### src/rtl/mul_div_unit.sv
// mul_div_unit: iterative multiply/divide unit for the EX stage.
// One operation in flight at a time. A radix-2 shift-add multiply or a
// restoring divide runs on operand magnitudes for WIDTH cycles. The sign is
// applied on entry to DONE.
//
// Ports:
//   clk_i       clock, rising edge
//   rst_i       synchronous reset, active-high
//   start_i     request a new op; accepted only while idle
//   op_i        00 MULU, 01 MUL, 10 DIVU, 11 DIV
//   src_a_i     multiplicand / dividend
//   src_b_i     multiplier / divisor
//   busy_o      unit not idle
//   done_o      one-cycle pulse, hi_o/lo_o valid
//   div_zero_o  divide by zero, valid with done_o
//   hi_o        product high half / remainder
//   lo_o        product low half / quotient
//
// state  | meaning
// S_IDLE | waiting for start_i
// S_RUN  | iterating; counter reaching zero moves to S_DONE
// S_DONE | result registered, done_o pulse
module mul_div_unit #(
  parameter int WIDTH = 32
) (
  input  logic             clk_i,
  input  logic             rst_i,
  input  logic             start_i,
  input  logic [1:0]       op_i,
  input  logic [WIDTH-1:0] src_a_i,
  input  logic [WIDTH-1:0] src_b_i,
  output logic             busy_o,
  output logic             done_o,
  output logic             div_zero_o,
  output logic [WIDTH-1:0] hi_o,
  output logic [WIDTH-1:0] lo_o
);

  localparam int CW = $clog2(WIDTH + 1);

  typedef enum logic [1:0] {
    S_IDLE = 2'd0,
    S_RUN  = 2'd1,
    S_DONE = 2'd2
  } state_t;

  state_t             state_q, state_d;
  logic [CW-1:0]      cnt_q, cnt_d;
  logic [2*WIDTH-1:0] acc_q, acc_d;
  logic [WIDTH-1:0]   dvs_q, dvs_d;
  logic [WIDTH-1:0]   hi_q, hi_d;
  logic [WIDTH-1:0]   lo_q, lo_d;
  logic               is_div_q, is_div_d;
  logic               neg_lo_q, neg_lo_d;
  logic               neg_hi_q, neg_hi_d;
  logic               dz_q, dz_d;

  logic               a_neg, b_neg;
  logic [WIDTH-1:0]   a_mag, b_mag;
  logic [WIDTH:0]     mul_sum;
  logic [WIDTH:0]     div_shl;
  logic [WIDTH:0]     div_diff;
  logic               div_ge;
  logic [2*WIDTH-1:0] prod_fix;
  logic [WIDTH-1:0]   quo_fix, rem_fix;

  always_comb begin
    state_d  = state_q;
    cnt_d    = cnt_q;
    acc_d    = acc_q;
    dvs_d    = dvs_q;
    hi_d     = hi_q;
    lo_d     = lo_q;
    is_div_d = is_div_q;
    neg_lo_d = neg_lo_q;
    neg_hi_d = neg_hi_q;
    dz_d     = dz_q;

    a_neg = op_i[0] & src_a_i[WIDTH-1];
    b_neg = op_i[0] & src_b_i[WIDTH-1];
    a_mag = a_neg ? -src_a_i : src_a_i;
    b_mag = b_neg ? -src_b_i : src_b_i;

    // Multiply step: accumulator high half gains the multiplicand when the
    // current multiplier bit (acc_q[0]) is set, then everything shifts right.
    mul_sum = {1'b0, acc_q[2*WIDTH-1:WIDTH]} + (acc_q[0] ? {1'b0, dvs_q} : '0);

    // Restoring divide step. The partial remainder is always below the
    // divisor, so shl - divisor fits in WIDTH+1 signed bits and its top bit
    // is the "does not fit" flag.
    div_shl  = {acc_q[2*WIDTH-1:WIDTH], acc_q[WIDTH-1]};
    div_diff = div_shl - {1'b0, dvs_q};
    div_ge   = ~div_diff[WIDTH];

    prod_fix = neg_lo_q ? -acc_q : acc_q;
    quo_fix  = neg_lo_q ? -acc_q[WIDTH-1:0] : acc_q[WIDTH-1:0];
    rem_fix  = neg_hi_q ? -acc_q[2*WIDTH-1:WIDTH] : acc_q[2*WIDTH-1:WIDTH];

    case (state_q)
      S_IDLE: begin
        if (start_i) begin
          state_d  = S_RUN;
          is_div_d = op_i[1];
          dvs_d    = b_mag;
          neg_lo_d = a_neg ^ b_neg;
          neg_hi_d = a_neg;
          dz_d     = op_i[1] && (src_b_i == '0);
          if (op_i[1] && (src_b_i == '0)) begin
            // Skip the iterations; result is preloaded raw.
            acc_d = {src_a_i, {WIDTH{1'b1}}};
            cnt_d = '0;
          end else begin
            acc_d = {{WIDTH{1'b0}}, a_mag};
            cnt_d = CW'(WIDTH);
          end
        end
      end
      S_RUN: begin
        if (cnt_q != '0) begin
          cnt_d = cnt_q - CW'(1);
          if (is_div_q) begin
            if (div_ge)
              acc_d = {div_diff[WIDTH-1:0], acc_q[WIDTH-2:0], 1'b1};
            else
              acc_d = {div_shl[WIDTH-1:0], acc_q[WIDTH-2:0], 1'b0};
          end else begin
            acc_d = {mul_sum, acc_q[WIDTH-1:1]};
          end
        end else begin
          state_d = S_DONE;
          if (dz_q) begin
            hi_d = acc_q[2*WIDTH-1:WIDTH];
            lo_d = acc_q[WIDTH-1:0];
          end else if (is_div_q) begin
            hi_d = rem_fix;
            lo_d = quo_fix;
          end else begin
            hi_d = prod_fix[2*WIDTH-1:WIDTH];
            lo_d = prod_fix[WIDTH-1:0];
          end
        end
      end
      S_DONE: begin
        state_d = S_IDLE;
      end
      default: begin
        state_d = S_IDLE;
      end
    endcase
  end

  always_ff @(posedge clk_i) begin
    if (rst_i) begin
      state_q  <= S_IDLE;
      cnt_q    <= '0;
      acc_q    <= '0;
      dvs_q    <= '0;
      hi_q     <= '0;
      lo_q     <= '0;
      is_div_q <= 1'b0;
      neg_lo_q <= 1'b0;
      neg_hi_q <= 1'b0;
      dz_q     <= 1'b0;
    end else begin
      state_q  <= state_d;
      cnt_q    <= cnt_d;
      acc_q    <= acc_d;
      dvs_q    <= dvs_d;
      hi_q     <= hi_d;
      lo_q     <= lo_d;
      is_div_q <= is_div_d;
      neg_lo_q <= neg_lo_d;
      neg_hi_q <= neg_hi_d;
      dz_q     <= dz_d;
    end
  end

  assign busy_o     = (state_q != S_IDLE);
  assign done_o     = (state_q == S_DONE);
  assign div_zero_o = (state_q == S_DONE) && dz_q;
  assign hi_o       = hi_q;
  assign lo_o       = lo_q;

endmodule
### config.mk
export PLATFORM = sky130hd
export DESIGN_NAME = mul_div_unit
export DESIGN_NICKNAME = d
export VERILOG_FILES = /design/src/rtl/mul_div_unit.sv
export SDC_FILE = /design/constraint.sdc
export NUM_CORES = 1
export LEC_CHECK = 0
export ABC_AREA = 1
export CELL_PAD_IN_SITES_DETAIL_PLACEMENT = 1
export CELL_PAD_IN_SITES_GLOBAL_PLACEMENT = 1
export CORE_UTILIZATION = 44
export CTS_CLUSTER_SIZE = 30
export DETAILED_ROUTE_END_ITERATION = 12
export GPL_TIMING_DRIVEN = 0
export PLACE_DENSITY_LB_ADDON = 0.15
export SLEW_MARGIN = 5
export SYNTH_ARGS = -nofsm -noshare
export SYNTH_HDL_FRONTEND = slang
export SYNTH_SLANG_ARGS = --single-unit
### constraint.sdc
create_clock -name clk_i -period 5.9 [get_ports clk_i]
set_input_delay 0.59 -clock clk_i [delete_from_list [all_inputs] [get_ports clk_i]]
set_output_delay 0.59 -clock clk_i [all_outputs]
set_load 0.005 [all_outputs]
-- Yosys cells after proc, flatten, opt, wreduce, memory -nomap -nowiden
Index checks and enable logic that the tools add are counted.
- bitwise logic cells: 4
- multiplexer cells: 23
- $add $sub $neg: 8
- equal/unequal tests: 5
- reduce and logical (&&, ||, !) cells: 11
- operator list (cell ; number):
    64-bit two-way mux ; 6
    32-bit two-way mux ; 9
    32-bit negation ; 4
    64-bit one-hot mux with 2 select lines ; 1
    64-bit negation ; 1
    32-bit by 32-bit adder with 33-bit output ; 1
    33-bit by 32-bit subtractor with 33-bit output ; 1
    32-bit logical NOT ; 1
    6-bit two-way mux ; 3
    6-bit one-hot mux with 2 select lines ; 1
    2-bit != test, second input constant ; 3
    2-bit AND reduction ; 3
    6-bit nonzero test ; 1
    6-bit by 1-bit subtractor with 6-bit output, second input constant ; 1
    2-bit two-way mux ; 2
    2-bit one-hot mux with 2 select lines ; 1
    2-bit nonzero test ; 2
    3-bit AND reduction ; 1
    1-bit AND ; 2
    2-bit by 1-bit == test with 1-bit output, second input constant ; 1
    2-bit == test, second input constant ; 1
    1-bit logical AND ; 2
    2-bit logical NOT ; 1
    1-bit inverter ; 1
    1-bit bitwise XOR ; 1
- word-level logic and storage cells: 61
- flip-flop bits (word level): 172
- output and inout bits: 67
- bits of input ports: 69

-- Longest topological paths before layout
- depth in word-level cells: 5
- gate-level depth with buffers: 21
- depth with buffers taken out: 19

-- Least setup slack after synthesis
OpenSTA, ideal clock, no wires.
- kind: flip-flop to flip-flop
- start: reg acc_q[0]
- end: reg acc_q[53]
- arrival time: 2330 ps
- cell stages (with the launch flop): 22
- buffers on the path: 2
- setup time: 112 ps
- clock period less this slack: 2442 ps
- required time: 5788 ps
- slack: 3458 ps
- cells stage by stage: dfxtp_1 buf_2 clkbuf_1 nand2_1 inv_1 ha_1 fa_1 nand2_1 o21ai_1 nand2_1 nand2_1 nand2_1 nand2_1 nand2_1 nand2_1 nand2_1 nand3_1 nand2_1 inv_1 nand2_1 nand2_1 nand2_1
- word-level cells in the longest chain between the ends: 5
- ends and longest elaborated chain (element ; line ; RTL):
    from (decl) ; 49 ; logic [2*WIDTH-1:0] acc_q, acc_d;
    from (signal assigned) ; 156 ; acc_q <= '0;
    from (signal assigned) ; 167 ; acc_q <= acc_d;
    32-bit two-way mux ; 86 ; mul_sum = {1'b0, acc_q[2*WIDTH-1:WIDTH]} + (acc_q[0] ? {1'b0, dvs_q} : '0);
    32-bit by 32-bit adder with 33-bit output ; 86 ;
    64-bit two-way mux ; 121 ; if (is_div_q) begin
    64-bit two-way mux ; 119 ; if (cnt_q != '0) begin
    64-bit one-hot mux with 2 select lines ; 99 ; case (state_q)
No other way between the ends. The select of a mux whose other input is x is not followed.
A chain may end at the register's enable or synchronous reset.

-- Final worst setup path
- start: reg acc_q[0]
- end: reg acc_q[61]
Same word-level chain as after synthesis.

==> metrics <==
DRC 0; Resized cells post-CTS 0; count leader, synth nand2_1; Max Buffers Root-to-Sink 2; area of the multi-input gates 11,100 µm²; # clock sinks 172; power density over the cells 285 nW/µm²; WS Path Type reg2reg; CTS Buf Count 17; CP startpoint kind register; Post-synth EDFFs 0; Worst EP arrival 4.06 ns; Post-CTS Hold Buffers 0; Crit-path slowest cell clkbuf_1; RSZ-0062 raised after global routing no; share of cells above drive strength 1 3.11%; leakage 9.78 nW; post-synthesis cell type count 46; CTS tree done; Fillers 5,364; root buffer cell clkbuf_16; Worst-Margin Slew 1.13 ns; clock skew 0.0201 ns; cells after synthesis 2,984; Detailed Place HPWL 67,900 µm; Overall Global Routing Usage 42.8%; pre-CTS setup slack 2.28 ns; Core ar. 36,900 µm²; global-route wire length before repair 125,000 µm; post-CTS setup buffers 0; die height 196 µm; Slew Viols, Final 0; Post-Syn Nets 3,125; HP Class reg2reg; Vias/cell 5.84; clk slew on worst S/H paths 0.08 ns; FFs w/ async S/R, synth 0%; Synth Area per Inst 5.57 µm²; Final Hold Fails 0; die area 38,500 µm²; Tmin final 3.67 ns; Placement Rows 70; Final nets 3,279; Fin Setup TNS 0 ns; wire per inst 22.6 µm; area grow syn2layout 15.6%; port bufs 135; Worst IR Drop VDD 253 µV; Worst Path Required 6.29 ns; final worst setup slack 2.23 ns; commonest register cell after synthesis dfxtp_1; final setup violation count 0; initial antenna violation count 0; antenna cells 0; sequential fraction of the synthesis area 20.7%; DR pass1 iterations 6; CP cell instances buf_2 > clkbuf_1 > nand2_1 > inv_1 > ha_1 > fa_1 > nand2_1 > o21ai_1 > nand2_1 > nand2_1 > nand2_1 > nand2_1 > nand2_1 > nand2_1 > nand2_1 > nand3_1 > nand2_1 > inv_1 > nand2_1 > nand2_1 > nand2_1; Yosys top cell area share 21.1%; initial DRC count 1,895; largest net degree at the start of global routing 17; most frequent CP cell nand2_1; Congestion Overflow GR 0; vias in the first global route 21,400; Post-synth top cells 936 x nand2_1, 420 x inv_1, 302 x nor2_1; initial core utilization 45.1%; flops & latches, synth 172; Cell Area, Synth 16,600 µm²; Crit. End Element register; YS warnings 0; Via Count 21,300; max incr delay on CP 0.45 ns; Crit path max-delay family simple AND/OR/NAND/NOR gates; Max FO, Critical Path 10; relative slew slack 24.9%; fmax 272 MHz; Routed Antenna Nets 0; register area 3440 µm²; Die X-Extent 196 µm; CP bufs+invs 4; top post-synthesis cells by area nand2_1 21%, dfxtp_1 21%, inv_1 9.5%, a21oi_1 7.3%, nor2_1 6.8%; final instance area 19,200 µm²; worst skew pair latency 0.49 ns; final wirelength 82,700 µm; H-tree Lvls 4; post-synth top area cell nand2_1; placed cell areas 18,600 µm²; I/O pin count 136; status completed; fin crit share 62.2%; number of max-cap violations 0; Final GP Congestion 1.02
kinds of logic after synthesis:
kind of cell | Yosys count | synth area share, %
AOI/OAI and AO/OA | 523 | 16.5
xor gates and xnor gates | 102 | 5.38
adders and majority gates | 72 | 5.51
buffers and inverters | 534 | 12.4
DFF | 172 | 20.7
and+or+nand+nor | 1581 | 39.4
flip-flops by register name (all words and copies together) (netlist names):
name,flops
acc_q,64
cnt_q,6
dvs_q,32
dz_q,1
hi_o,32
is_div_q,1
lo_o,32
neg_hi_q,1
neg_lo_q,1
state_q,2
cells in the final DEF (no fill, tap or decap), drive strengths merged, types with 5 or more instances in the layout:
cell / netlist / layout
or2: 7 / 7
o21bai: 11 / 11
xnor2: 15 / 15
nor2: 311 / 311
clkbuf: 70 / 90
xor2: 87 / 87
o31ai: 8 / 8
ha: 70 / 70
nand3b: 8 / 8
inv: 430 / 435
a211oi: 5 / 5
clkinv: 5 / 10
a31oi: 9 / 9
nand3: 205 / 205
a21oi: 246 / 246
clkdlybuf4s50: 0 / 135
buf: 29 / 29
nor4: 6 / 6
nor3: 49 / 49
o21ai: 230 / 230
dfxtp: 172 / 172
nand4: 44 / 44
nand2: 946 / 946
per-layer routing:
layer / wire length (µm) / vias to the layer above / GRT usage (%)
met3: 8260 / 238 / 9.08
met4: 4060 / 0 / 20.1
met1: 34700 / 10300 / 55.7
li1: - / 9798 / -
met5: 0 / - / 0
met2: 35700 / 1046 / 67.2
metrics by stage:
stage / power (mW) / instances / util (%) / hold WS, ns
4_1_cts: 5.37 / 3655 / 52.1 / 0.493
2_1_floorplan: 3.11 / 2984 / - / 0.454
5_1_grt: 5.73 / 3655 / 52.1 / 0.526
3_5_place_dp: 4.13 / 3623 / 50.4 / 0.483
3_3_place_gp: 4.02 / 3623 / 50.4 / 0.473
6_report: 5.47 / 3655 / 52.1 / 0.495
worst paths after layout:
check                               from        end  slack, ns  cells after the start
worst min register to register  cnt_q[0]   cnt_q[0]       0.49                      2
worst max register to register  acc_q[0]  acc_q[61]       2.23                     21
worst min-delay path            cnt_q[0]   cnt_q[0]       0.49                      2
worst max-delay path            acc_q[0]  acc_q[61]       2.23                     21
tightest hold or removal path: cells and delay by family, from the launching register on:
family,cells,cell delay (ns)
DFF,1,0.33
and+or+nand+nor,1,0.07
AOI/OAI and AO/OA,1,0.06
where the power goes:
| group | total [mW] | switching (mW) | internal, mW |
|---|---|---|---|
| Clock | 1.23 | 0.579 | 0.649 |
| Combinational | 2.68 | 1.82 | 0.854 |
| Sequential | 1.56 | 0.234 | 1.33 |
| Total | 5.47 | 2.63 | 2.83 |
area by class of cell:
| class | instances | area share (%) |
|---|---|---|
| Buffer | 99 | 2.25 |
| Clock buffer | 20 | 2.33 |
| Clock inverter | 12 | 0.808 |
| Inverter | 435 | 8.52 |
| Multi-Input combinational cell | 2278 | 57.8 |
| Sequential cell | 172 | 17.9 |
| Tap cell | 504 | 3.29 |
| Timing Repair Buffer | 135 | 7.04 |
Power figures use the tool's default switching activity.
